--- src/rtl/longdivider_param.sv ---
`default_nettype none
`timescale 1ns/1ps
// ============================================================================
//  Module      : longdivider_param
//  Description : Parametrised sequential restoring divider, one quotient bit
//                per clock, with divide-by-zero detection. Defining the macro
//                LONGDIV_SIGNED_EN builds the two's complement (truncating)
//                variant, which adds a sign-fix state after the core loop.
//  Revision    : 1.0 - initial release
// ============================================================================
module longdivider_param #(
  parameter int WIDTH = 8
) (
  input  logic             Clock,
  input  logic             Resetn,
  input  logic             s,
  input  logic             LA,
  input  logic             EB,
  input  logic [WIDTH-1:0] DataA,
  input  logic [WIDTH-1:0] DataB,
  output logic [WIDTH-1:0] Q,
  output logic [WIDTH-1:0] R,
  output logic             Done,
  output logic             DivZero
);

  localparam int                 c_CNT_W    = $clog2(WIDTH);
  localparam logic [c_CNT_W-1:0] c_CNT_INIT = c_CNT_W'(WIDTH - 1);

`ifdef LONGDIV_SIGNED_EN
  typedef enum logic [1:0] {
    S_IDLE = 2'd0,
    S_CALC = 2'd1,
    S_DONE = 2'd2,
    S_FIX  = 2'd3
  } state_t;
`else
  typedef enum logic [1:0] {
    S_IDLE = 2'd0,
    S_CALC = 2'd1,
    S_DONE = 2'd2
  } state_t;
`endif

  state_t             state_q;
  logic [WIDTH-1:0]   a_q, b_q;        // operand registers
  logic [WIDTH-1:0]   rem_q;           // working remainder
  logic [WIDTH-1:0]   shift_q;         // dividend shifts out, quotient shifts in
  logic [c_CNT_W-1:0] cnt_q;
  logic [WIDTH-1:0]   q_q, r_q;
  logic               done_q, dz_q;

  // Operand values as seen on this edge: a same-edge load wins over the register
  logic [WIDTH-1:0]   w_a_eff, w_b_eff;
  logic [WIDTH-1:0]   w_a_start;       // value seeded into the shift register
  logic [WIDTH-1:0]   w_div;           // divisor used by the iteration
  logic [WIDTH:0]     w_shift;         // {R, Ashift} shifted left, top WIDTH+1 bits
  logic               w_ge;
  logic [WIDTH-1:0]   rem_d, quo_d;

  assign w_a_eff = LA ? DataA : a_q;
  assign w_b_eff = EB ? DataB : b_q;

`ifdef LONGDIV_SIGNED_EN
  logic [WIDTH-1:0] bmag_q;
  logic             negq_q, negr_q;
  logic [WIDTH-1:0] w_b_mag, w_q_fix, w_r_fix;

  // Magnitudes feed the unsigned core; -2^(WIDTH-1) maps to 2^(WIDTH-1) unsigned
  assign w_a_start = w_a_eff[WIDTH-1] ? -w_a_eff : w_a_eff;
  assign w_b_mag   = w_b_eff[WIDTH-1] ? -w_b_eff : w_b_eff;
  assign w_div     = bmag_q;
  assign w_q_fix   = negq_q ? -shift_q : shift_q;
  assign w_r_fix   = negr_q ? -rem_q   : rem_q;
`else
  assign w_a_start = w_a_eff;
  assign w_div     = b_q;
`endif

  // One restoring step; the compare is WIDTH+1 bits so large divisors cannot overflow
  always_comb begin
    w_shift = {rem_q, shift_q[WIDTH-1]};
    w_ge    = (w_shift >= {1'b0, w_div});
    // When w_ge holds the difference is below the divisor, so the low bits suffice
    rem_d   = w_ge ? (w_shift[WIDTH-1:0] - w_div) : w_shift[WIDTH-1:0];
    quo_d   = {shift_q[WIDTH-2:0], w_ge};
  end

  // Control FSM plus datapath registers and registered outputs
  always_ff @(posedge Clock or negedge Resetn) begin
    if (!Resetn) begin
      state_q <= S_IDLE;
      a_q     <= '0;
      b_q     <= '0;
      rem_q   <= '0;
      shift_q <= '0;
      cnt_q   <= '0;
      q_q     <= '0;
      r_q     <= '0;
      done_q  <= 1'b0;
      dz_q    <= 1'b0;
`ifdef LONGDIV_SIGNED_EN
      bmag_q  <= '0;
      negq_q  <= 1'b0;
      negr_q  <= 1'b0;
`endif
    end else begin
      case (state_q)
        S_IDLE: begin
          if (LA) a_q <= DataA;
          if (EB) b_q <= DataB;
          if (s) begin
            if (w_b_eff == '0) begin
              state_q <= S_DONE;
              q_q     <= '1;
              r_q     <= w_a_eff;
              dz_q    <= 1'b1;
              done_q  <= 1'b1;
            end else begin
              state_q <= S_CALC;
              rem_q   <= '0;
              shift_q <= w_a_start;
              cnt_q   <= c_CNT_INIT;
              dz_q    <= 1'b0;
`ifdef LONGDIV_SIGNED_EN
              bmag_q  <= w_b_mag;
              negq_q  <= w_a_eff[WIDTH-1] ^ w_b_eff[WIDTH-1];
              negr_q  <= w_a_eff[WIDTH-1];
`endif
            end
          end
        end
        S_CALC: begin
          rem_q   <= rem_d;
          shift_q <= quo_d;
          cnt_q   <= cnt_q - c_CNT_W'(1);
          if (cnt_q == '0) begin
`ifdef LONGDIV_SIGNED_EN
            state_q <= S_FIX;
`else
            state_q <= S_DONE;
            done_q  <= 1'b1;
            q_q     <= quo_d;
            r_q     <= rem_d;
`endif
          end
        end
`ifdef LONGDIV_SIGNED_EN
        S_FIX: begin
          state_q <= S_DONE;
          done_q  <= 1'b1;
          q_q     <= w_q_fix;
          r_q     <= w_r_fix;
        end
`endif
        S_DONE: begin
          if (!s) begin
            state_q <= S_IDLE;
            done_q  <= 1'b0;
          end
        end
        default: state_q <= S_IDLE;
      endcase
    end
  end

  assign Q       = q_q;
  assign R       = r_q;
  assign Done    = done_q;
  assign DivZero = dz_q;

endmodule
`default_nettype wire

--- config.mk ---
export PLATFORM = sky130hd
export DESIGN_NAME = longdivider_param
export DESIGN_NICKNAME = d
export VERILOG_FILES = /design/src/rtl/longdivider_param.sv
export SDC_FILE = /design/constraint.sdc
export NUM_CORES = 1
export LEC_CHECK = 0
export ABC_CLOCK_PERIOD_IN_PS = 4500
export BUFFER_PORTS_ARGS = -buffer_cell sky130_fd_sc_hd__buf_2
export CAP_MARGIN = 20
export CELL_PAD_IN_SITES_DETAIL_PLACEMENT = 0
export CELL_PAD_IN_SITES_GLOBAL_PLACEMENT = 1
export CORE_UTILIZATION = 48
export CTS_CLUSTER_SIZE = 28
export DETAILED_ROUTE_END_ITERATION = 10
export PLACE_DENSITY = 0.82
export RECOVER_POWER = 50
export SYNTH_ARGS = -nofsm -noshare
export SYNTH_HDL_FRONTEND = slang
export SYNTH_SLANG_ARGS = --single-unit
--- constraint.sdc ---
create_clock -name Clock -period 4.5 [get_ports Clock]
set_clock_uncertainty 0.15 [all_clocks]
set_input_delay 1.35 -clock Clock [delete_from_list [all_inputs] [get_ports Clock]]
set_output_delay 1.35 -clock Clock [all_outputs]
set_load 0.01 [all_outputs]
======== Yosys cells after proc, flatten, opt, wreduce, memory -nomap -nowiden ========
Index checks and enable logic that the tools add are counted.
Widths: inputs -> output; s select.
word-level totals
  output and inout port bits .............. 18
  register bits ........................... 55
  word-level logic and storage cells ...... 61
  bits of input ports ..................... 21
operators by class
  eq/ne operators ......................... 7
  multiplexer cells ....................... 31
  add/subtract/negate cells ............... 2
  reduce and logical (&&, ||, !) cells .... 10
  $lt $le $gt $ge ......................... 1
operators with widths
  cell                 count
  $mux 8               13
  $pmux 8 s2           4
  $ne 2x2->1 const B   5
  $ge 9x8->1           1
  $logic_not 8->1      1
  $mux 2               4
  $sub 8x8->8          1
  $mux 3               2
  $pmux 2 s3           1
  $pmux 3 s2           1
  $reduce_and 3->1     2
  $mux 1               5
  $reduce_and 5->1     1
  $reduce_and 4->1     1
  $logic_not 3->1      1
  $pmux 1 s3           1
  $reduce_bool 3->1    1
  $sub 3x1->3 const B  1
  $eq 2x1->1 const B   1
  $eq 2x2->1 const B   1
  $logic_not 2->1      1
  $reduce_and 2->1     1
  $reduce_bool 2->1    1

======== Longest topological paths before layout ========
Gate-level depths: netlist of run 1.
  word-level depth ........................ 5
  depth in mapped cells ................... 10
  mapped depth without buffers ............ 10

======== Worst setup path before layout of run 1 ========
OpenSTA, ideal clock, no wires.
  path type ............................... input-to-reg
  from .................................... input port DataB[4]
  to ...................................... register r_q[1], in the netlist R[1]
  data required time ...................... 4.225 ns
  arrival ................................. 3.009 ns
  library setup time ...................... 0.125 ns
  setup slack ............................. 1.216 ns
  buffers on the path ..................... 1
  cell stages on the path ................. 6
  cell sequence ........................... or4b_1 o22ai_2 nand2_1 o32ai_2 buf_4 mux2_2
on the way
  cells in the longest elaborated chain, start to end .. 4
RTL lines
  element                     RTL line  text
  start: declaration          20        input logic [WIDTH-1:0] DataB,
  $mux 8                      -
  $logic_not 8->1             113       if (w_b_eff == '0) begin
  $ne 2x2->1 (no line)        -
  $reduce_and 4->1 (no line)  -
  end signal: assignment      116       r_q <= w_a_eff;
  end signal: assignment      144       r_q <= rem_d;
  end: declaration            50        logic [WIDTH-1:0] q_q, r_q;
Every way passes these cells.
A chain may end at the register's enable or synchronous reset.

======== Worst setup path after layout of run 1 ========
  from .................................... input port EB
  to ...................................... register q_q[5], in the netlist Q[5]
on the way
  cells in the longest elaborated chain, start to end .. 4
RTL lines
  element                     RTL line  text
  start: declaration          18        input logic EB,
  $mux 8                      -
  $logic_not 8->1             113
  $ne 2x2->1 (no line)        -
  $reduce_and 4->1 (no line)  -
  end signal: assignment      143       q_q <= quo_d;
  end: declaration            50
Every way passes these cells.

==> flow_summary.ini, run 1 <==
[power]
leakage_nw = 1.51
p_switching_mw = 0.907
p_seq_frac = 0.366
finalPower_mw = 2.15
internal_power_mw = 1.25
clockPowerShare = 0.129
p_comb_frac = 0.505
irDropWorstVdd_uv = 275
p_per_area_nw_per_um2 = 654
switching_share = 0.421

[global_route]
grt_max_degree = 31
first_global_vias = 2108
grt_pass1_wl_microns = 10300
gr-total-overflow = 0
antenna_found_initial = 0
grt_usage = 0.209

[clock_network]
root_buffer = clkbuf_8
ctsResizeCount = 0
path_clk_slew_ps = 100
postCtsHoldBufs = 0
cts_buffer_depth = 2
post_cts_buffers = 0
htree_levels = 2
numClockSinks = 55
cts_buffers = 5
cts_tree = done
clock_latency_ps = 300

[setup_path]
r2r.worst_path.cells = 8
worst_setup_path_end_kind = register
path_max_fanout = 22
crit_type = input port to register
crit_path_end = Q[5]
crit_path_start = EB
required_ps = 4550
worstPathArrival_ps = 3380
r2r_start = state_q[1]
critPathLaunchType = input port
r2r_slack_ps = 1530
worstReg2RegEnd = Q[5]

[sta]
period_needed_ps = 3330
final-setup-viol-count = 0
timing.slew.headroom = 0.00996
worst_pin_slew_ps = 1490
drv_slew = 0
fmax_ghz = 0.301
finalCritPeriodShare = 0.739
hold_violations = 0
rsz0062_at_grt = no
setup_tns_ps = 0
whs_ps = 344

[floorplanning]
die-area_sq_um = 6440
fp.dieH_microns = 80.3
row_count = 28
ios = 39
initial_utilization = 0.497
core-area_sq_um = 5920
dieWidth_microns = 80.3

[yosys]
synth-edff-count = 0
ys_types = 44
yosys_register_bits = 55
yosys_warnings = 0
synth_async_sr_flop_share = 1.00
seq_area_frac_synth = 0.468
synth.net_count = 320
syn_area_sq_um = 2940
syn_avg_cell_area_sq_um = 10.3
synth_cells = 285
ys.flop_type = dfrtp_1

[finish]
final_common_cell = dfrtp_1
layout_common_cells = dfrtp_1 (55), buf_2 (35), nand2_1 (32)
layout-drive-gt1-share = 0.231
final_cells = 399
final_core_util = 0.556
nNetsFinal = 358
antenna_cells = 0
synthToLayoutAreaGrowth_pct = 12.0

[route]
vias = 2197
route.detailed.drc = 0
routed_wl_microns = 5970
avgViaCountPerCell = 5.51
post_drt_wl_per_cell_microns = 15.0
drt-initial-drc-count = 106
ant_nets = 0
dr.pass1.iters = 4

[min_path]
hold_class = register to register

[placement]
dp_cells = 391
dp_hpwl_microns = 4450
gp_congestion = 0.785
port_buffers = 38

[flow_run]
drv_cap = 0

[run_status]
status = complete, no violations
[per-layer routing]
metal | up-vias | track usage | routed length [microns]
li1 | 1099 | - | -
met1 | 1064 | 0.294 | 2990
met2 | 32 | 0.339 | 2800
met3 | 2 | 0.0352 | 155
met4 | 0 | 0.0464 | 27
met5 | - | 0 | 0
[cells by family after synthesis]
group                    share of synthesized area
AO/OA/AOI/OAI                                0.186
flip-flops                                   0.468
AND/OR/NAND/NOR                              0.115
XOR/XNOR                                    0.0179
adder cells (fa/ha/maj)                     0.0621
buffers and inverters                       0.0396
multiplexers                                 0.111
[stage by stage]
step / area (sq um) / setup WS, ps
after floorplan: 2940 / 1220
after global placement: 3210 / 904
after detailed placement: 3210 / 840
after CTS: 3300 / 1180
after global routing: 3290 / 1030
final: 3290 / 1170
[power by group through the flow]
| stage | Sequential, mW | Combinational [mW] | Clock (mW) |
|---|---|---|---|
| detailed placement | 0.800 | 1.08 | 0 |
| global placement | 0.797 | 1.08 | 0 |
| global route | 0.812 | 1.24 | 0.302 |
| floorplan | 0.771 | 0.834 | 0 |
| CTS | 0.791 | 1.10 | 0.285 |
| finish | 0.788 | 1.09 | 0.277 |
[cell usage after synthesis, drive strengths merged (4+ instances only)]
library cell / number / area [sq um]
a211oi: 9 / 67.6
a21oi: 15 / 78.8
buf: 4 / 22.5
clkbuf: 8 / 30.0
dfrtp: 55 / 1380
ha: 13 / 163
inv: 17 / 63.8
mux2: 21 / 236
mux2i: 9 / 90.1
nand2: 32 / 120
nor2: 20 / 75.1
nor2b: 7 / 43.8
o21ai: 16 / 80.1
o22a: 9 / 78.8
o31ai: 12 / 90.1
[worst max-delay path, stage by stage]
cell	delay, ps
clkbuf_1	160
or4b_1	470
o22ai_2	180
nand2_1	130
o32ai_2	260
buf_4	300
nand2_1	240
o22a_1	270
[layout make-up]
type	count	area (sq um)
clock buffer	5	68.8
clock inverter	3	18.8
fill	561	2630
inverter	17	63.8
multi-input combinational	201	1450
sequential	55	1380
tap	75	93.8
timing repair buffer	43	224
[registers in the layout (all words and copies together), names as in the netlist]
| signal | flops |
|---|---|
| b_q | 8 |
| DivZero | 1 |
| cnt_q | 3 |
| R | 8 |
| a_q | 8 |
| Q | 8 |
| rem_q | 8 |
| Done | 1 |
| state_q | 2 |
| shift_q | 8 |
[how the worst min path moves through the flow]
stage / from / end / slack, ps / cells after the start
detailed placement: shift_q[7] / shift_q[7] / 320 / 2
finish: shift_q[7] / shift_q[7] / 340 / 2
global placement: shift_q[7] / shift_q[7] / 310 / 2
CTS: shift_q[7] / shift_q[7] / 340 / 2
floorplan: rem_q[7] / rem_q[7] / 290 / 2
global route: a_q[1] / a_q[1] / 370 / 1
Note: power is estimated with default switching activity, not from simulation.
==> inputs of run 2 (changes only) <==
ABC_AREA = 1   (was not set)
ABC_CLOCK_PERIOD_IN_PS = 3400   (was 4500)
CORE_UTILIZATION = 43   (was 48)
PLACE_DENSITY = 0.78   (was 0.82)
clock period = 3.4 ns   (was 4.5 ns; I/O delays follow)
==> flow_summary.ini, run 2 <==
[run_status]
status = complete, no violations

[yosys]
yosys.area_share.simple = 0.286
yosysTopAreaCellShare = 0.424
synth.net_count = 458
synth_most_common_cell = nand2_1
synth_compound_area_frac = 0.117
syn_avg_cell_area_sq_um = 7.68
ys_types = 29
synth_async_sr_flop_share = 1.00
synth_largest_area_cell = dfrtp_1
yosys_register_bits = 55
synth-edff-count = 0
synth_cells = 423
syn_area_sq_um = 3250
synthTopCellsByArea = dfrtp_1 (42%), nand2_1 (14%), nor2_1 (5.2%)
synthAdderAreaFrac = 0.0563
seq_area_frac_synth = 0.424
synth.area.mux_share = 0.0247
synth_top_family_by_area = simple AND/OR/NAND/NOR gates
synth_xor_area_frac = 0.00539
yosys_warnings = 0
ys_top_cells_by_count = nand2_1 (122), dfrtp_1 (55), nor2_1 (45), inv_1 (44), o21ai_0 (27)
ys.flop_type = dfrtp_1

[route]
ant_nets = 0
dr.pass1.iters = 4
drt-initial-drc-count = 129
post_drt_wl_per_cell_microns = 13.1
avgViaCountPerCell = 4.97
routed_wl_microns = 7280
vias = 2770
route.detailed.drc = 0

[floorplanning]
core-area_sq_um = 7290
fp.dieH_microns = 88.9
row_count = 31
initial_utilization = 0.445
die-area_sq_um = 7900
dieWidth_microns = 88.9
ios = 39

[setup_path]
crit_path_start = EB
crit_type = input port to register
r2r.worst_path.cells = 11
worst_setup_path_end_kind = register
r2r_slack_ps = 970
required_ps = 3450
worstPathArrival_ps = 2630
crit_path_end = rem_q[6]
critPathLaunchType = input port
path_max_fanout = 26
worstReg2RegEnd = Q[1]
r2r_start = state_q[0]

[global_route]
grt_usage = 0.202
first_global_vias = 2575
grt_max_degree = 36
gr-total-overflow = 0
grt_pass1_wl_microns = 12200
antenna_found_initial = 0

[clock_network]
numClockSinks = 55
post_cts_buffers = 0
ctsResizeCount = 0
postCtsHoldBufs = 0
htree_levels = 2
clock_latency_ps = 310
path_clk_slew_ps = 100
cts_tree = done
cts_buffer_depth = 2
root_buffer = clkbuf_8
cts_buffers = 5

[sta]
drv_slew = 0
final-setup-viol-count = 0
timing.slew.headroom = 0.0969
finalCritPeriodShare = 0.757
rsz0062_at_grt = no
period_needed_ps = 2570
worst_pin_slew_ps = 1350
setup_tns_ps = 0
hold_violations = 0
fmax_ghz = 0.389

[finish]
synthToLayoutAreaGrowth_pct = 10.8
layout_common_cells = nand2_1 (122), dfrtp_1 (55), inv_1 (45), nor2_1 (45), buf_2 (36)
final_cells = 557
layout-drive-gt1-share = 0.151
antenna_cells = 0
nNetsFinal = 492
final_common_cell = nand2_1
fill_cells = 779

[min_path]
hold_class = register to register
holdPathStages = 2

[flow_run]
drv_cap = 0

[placement]
dp_hpwl_microns = 5530
port_buffers = 38
gp_congestion = 0.830
dp_cells = 549

[power]
irDropWorstVdd_uv = 361
leakage_nw = 1.92
p_per_area_nw_per_um2 = 930
-- run 2: changes by cell type in the layout (fill, tap and decap cells not counted), sizes merged, moves of 11 or more --
cell   delta
nand2    +95
inv      +30
nor2     +27
o21ai    +27
nand3    +25
mux2     -21
o31ai    -12
nand4    +11
-- run 2: cells by family after synthesis --
| group | count (synthesis) |
|---|---|
| AOI/OAI and AO/OA | 67 |
| xor gates and xnor gates | 2 |
| DFF | 55 |
| and+or+nand+nor | 214 |
| buffers and inverters | 63 |
| muxes | 8 |
| adders and majority gates | 14 |
-- run 2: area by class of cell --
type	instances	area [sq um]	share of cell area
Multi-Input combinational cell	305	1590	0.442
Sequential cell	55	1380	0.383
Timing Repair Buffer	42	210	0.0584
Inverter	48	180	0.0501
Tap cell	99	124	0.0344
Clock buffer	6	82.6	0.0230
Clock inverter	2	35.0	0.00974
-- run 2: metrics by stage --
stage / power [mW] / util / setup WS (ps) / instance area [sq um] / hold slack, ps
detailed placement: 2.91 / 0.479 / 684 / 3490 / 314
global placement: 2.89 / 0.479 / 749 / 3490 / 310
finish: 3.35 / 0.493 / 827 / 3600 / 336
floorplan: 2.49 / - / 1060 / 3250 / 302
global route: 3.69 / 0.493 / 481 / 3600 / 364
CTS: 3.38 / 0.495 / 952 / 3610 / 340
-- run 2: worst min-delay path by stage --
stage	end	slack (ps)	startpoint
floorplan	a_q[0]	300	a_q[0]
global placement	Q[3]	310	Q[3]
detailed placement	Q[4]	310	Q[4]
CTS	Q[4]	340	Q[4]
global route	Q[2]	360	Q[2]
finish	Q[4]	340	Q[4]
-- run 2: where the power goes --
group / switching [mW] / internal [mW]
clock: 0.225 / 0.239
sequential: 0.170 / 0.945
combinational: 1.16 / 0.609
total: 1.55 / 1.79
-- run 2: worst max-delay path, stage by stage --
cell and delay (ps):
clkbuf_1 180, inv_1 200, o21ai_0 240, nand2_1 130, nor2_4 150, nand3_4 120, nand2_4 250, inv_2 160
nand2_1 110, nand2_1 60
-- run 2: per-layer routing --
metal	track usage	vias up	wire length (microns)
met5	0	-	0
met4	0.0543	0	121
met3	0.0295	8	232
met2	0.344	54	3380
met1	0.268	1276	3540
li1	-	1432	-
==> inputs of run 3 (changes only) <==
ABC_CLOCK_PERIOD_IN_PS = 2350   (was 3400)
CORE_UTILIZATION = 39   (was 43)
PLACE_DENSITY = 0.74   (was 0.78)
clock period = 2.35 ns   (was 3.4 ns; I/O delays follow)
==> flow_summary.ini, run 3 (synthesis results as in run 2) <==
[sta]
rsz0062_at_grt = no
finalCritPeriodShare = 0.908
drv_slew = 0
worst_pin_slew_ps = 1420
period_needed_ps = 2130
final-setup-viol-count = 0
fmax_ghz = 0.469
hold_violations = 0
timing.slew.headroom = 0.0550
setup_slack_ps = 217
setup_tns_ps = 0

[route]
route.detailed.drc = 0
avgViaCountPerCell = 4.83
post_drt_wl_per_cell_microns = 13.1
drt-initial-drc-count = 138
routed_wl_microns = 7410
ant_nets = 0
vias = 2725
dr.pass1.iters = 4

[clock_network]
htree_levels = 2
ctsResizeCount = 0
post_cts_buffers = 0
cts_buffer_depth = 2
cts_tree = done
cts_buffers = 5
path_clk_slew_ps = 110
postCtsHoldBufs = 0
clock_latency_ps = 310
numClockSinks = 55
root_buffer = clkbuf_8

[floorplanning]
row_count = 32
fp.dieH_microns = 93.2
die-area_sq_um = 8690
core-area_sq_um = 7890
initial_utilization = 0.412
ios = 39
dieWidth_microns = 93.2

[finish]
final_common_cell = nand2_1
post-route-cell-area_sq_um = 3620
final_cells = 564
nNetsFinal = 496
layout-drive-gt1-share = 0.171
antenna_cells = 0
synthToLayoutAreaGrowth_pct = 11.4
layout_common_cells = nand2_1 (122), dfrtp_1 (55), inv_1 (44)

[placement]
dp_slack_ps = 24.2
dp_hpwl_microns = 5580
dp_cells = 556
gp_congestion = 0.823
port_buffers = 38
dpl-instance-area_sq_um = 3540

[setup_path]
critPathLaunchType = register
worst_setup_path_end_kind = register
worstPathArrival_ps = 2240
path_max_fanout = 4
required_ps = 2460
crit_type = register to register

[run_status]
status = complete, no violations

[global_route]
grt_max_degree = 56
first_global_vias = 2748
grt_usage = 0.191
grt_pass1_wl_microns = 13100
antenna_found_initial = 0
gr-total-overflow = 0

[flow_run]
drv_cap = 0

[power]
p_per_area_nw_per_um2 = 1330
irDropWorstVdd_uv = 479
finalPower_mw = 4.80
leakage_nw = 1.92

[min_path]
hold_class = register to register
run 3: cell types whose count changed in the layout (fill, tap and decap cells not counted), moves of 2 or more:
cell / delta
buf_2: +2
buf_4: +3
clkinv_4: +2
nor2_1: -2
nor2_2: +2
run 3: metrics by stage:
step,util,hold WS [ps]
4_1_cts,0.460,244
2_1_floorplan,-,259
5_1_grt,0.458,366
3_3_place_gp,0.448,312
3_5_place_dp,0.448,314
6_report,0.458,338
run 3: worst paths after layout:
check	startpoint	endpoint	slack, ps	cells past startpoint
worst min register to register	Done	Done	340	2
worst max-delay path	shift_q[7]	rem_q[4]	220	12
worst max register to register	shift_q[7]	rem_q[4]	220	12
worst min-delay path	Done	Done	340	2
max in group asynchronous	Resetn	shift_q[7]	550	2
min in group asynchronous	Resetn	Q[1]	660	2
run 3: area by class of cell:
class,count,area [sq um]
fillers,834,4270
multi-input cells,305,1600
flip-flops and latches,55,1380
repair buffers,46,240
inverters,48,180
well taps,102,128
clock buffers,6,72.6
clock inverters,2,17.5
run 3: report_power, final:
group | leakage (nW) | total, mW | switching, mW | internal [mW]
Clock | 0.0454 | 0.532 | 0.317 | 0.215
Combinational | 1.20 | 2.65 | 1.71 | 0.937
Sequential | 0.675 | 1.62 | 0.248 | 1.37
run 3: critical path, stage by stage, from the launching register on:
cell and delay (ps):
dfrtp_1 400, inv_1 100, ha_1 150, inv_1 90, fa_1 420, nand2_1 80
inv_1 50, a21oi_1 150, xnor2_1 150, nand3_1 90, nand2_1 120, nand2_1 70
nand2_1 70
run 3: per-layer routing:
layer	part of all wire	GRT usage	vias up	routed length, microns
li1	-	-	1433	-
met1	0.50	0.262	1246	3720
met2	0.46	0.316	42	3420
met3	0.028	0.0268	4	208
met4	0.0092	0.0500	0	68
met5	0	0	-	0
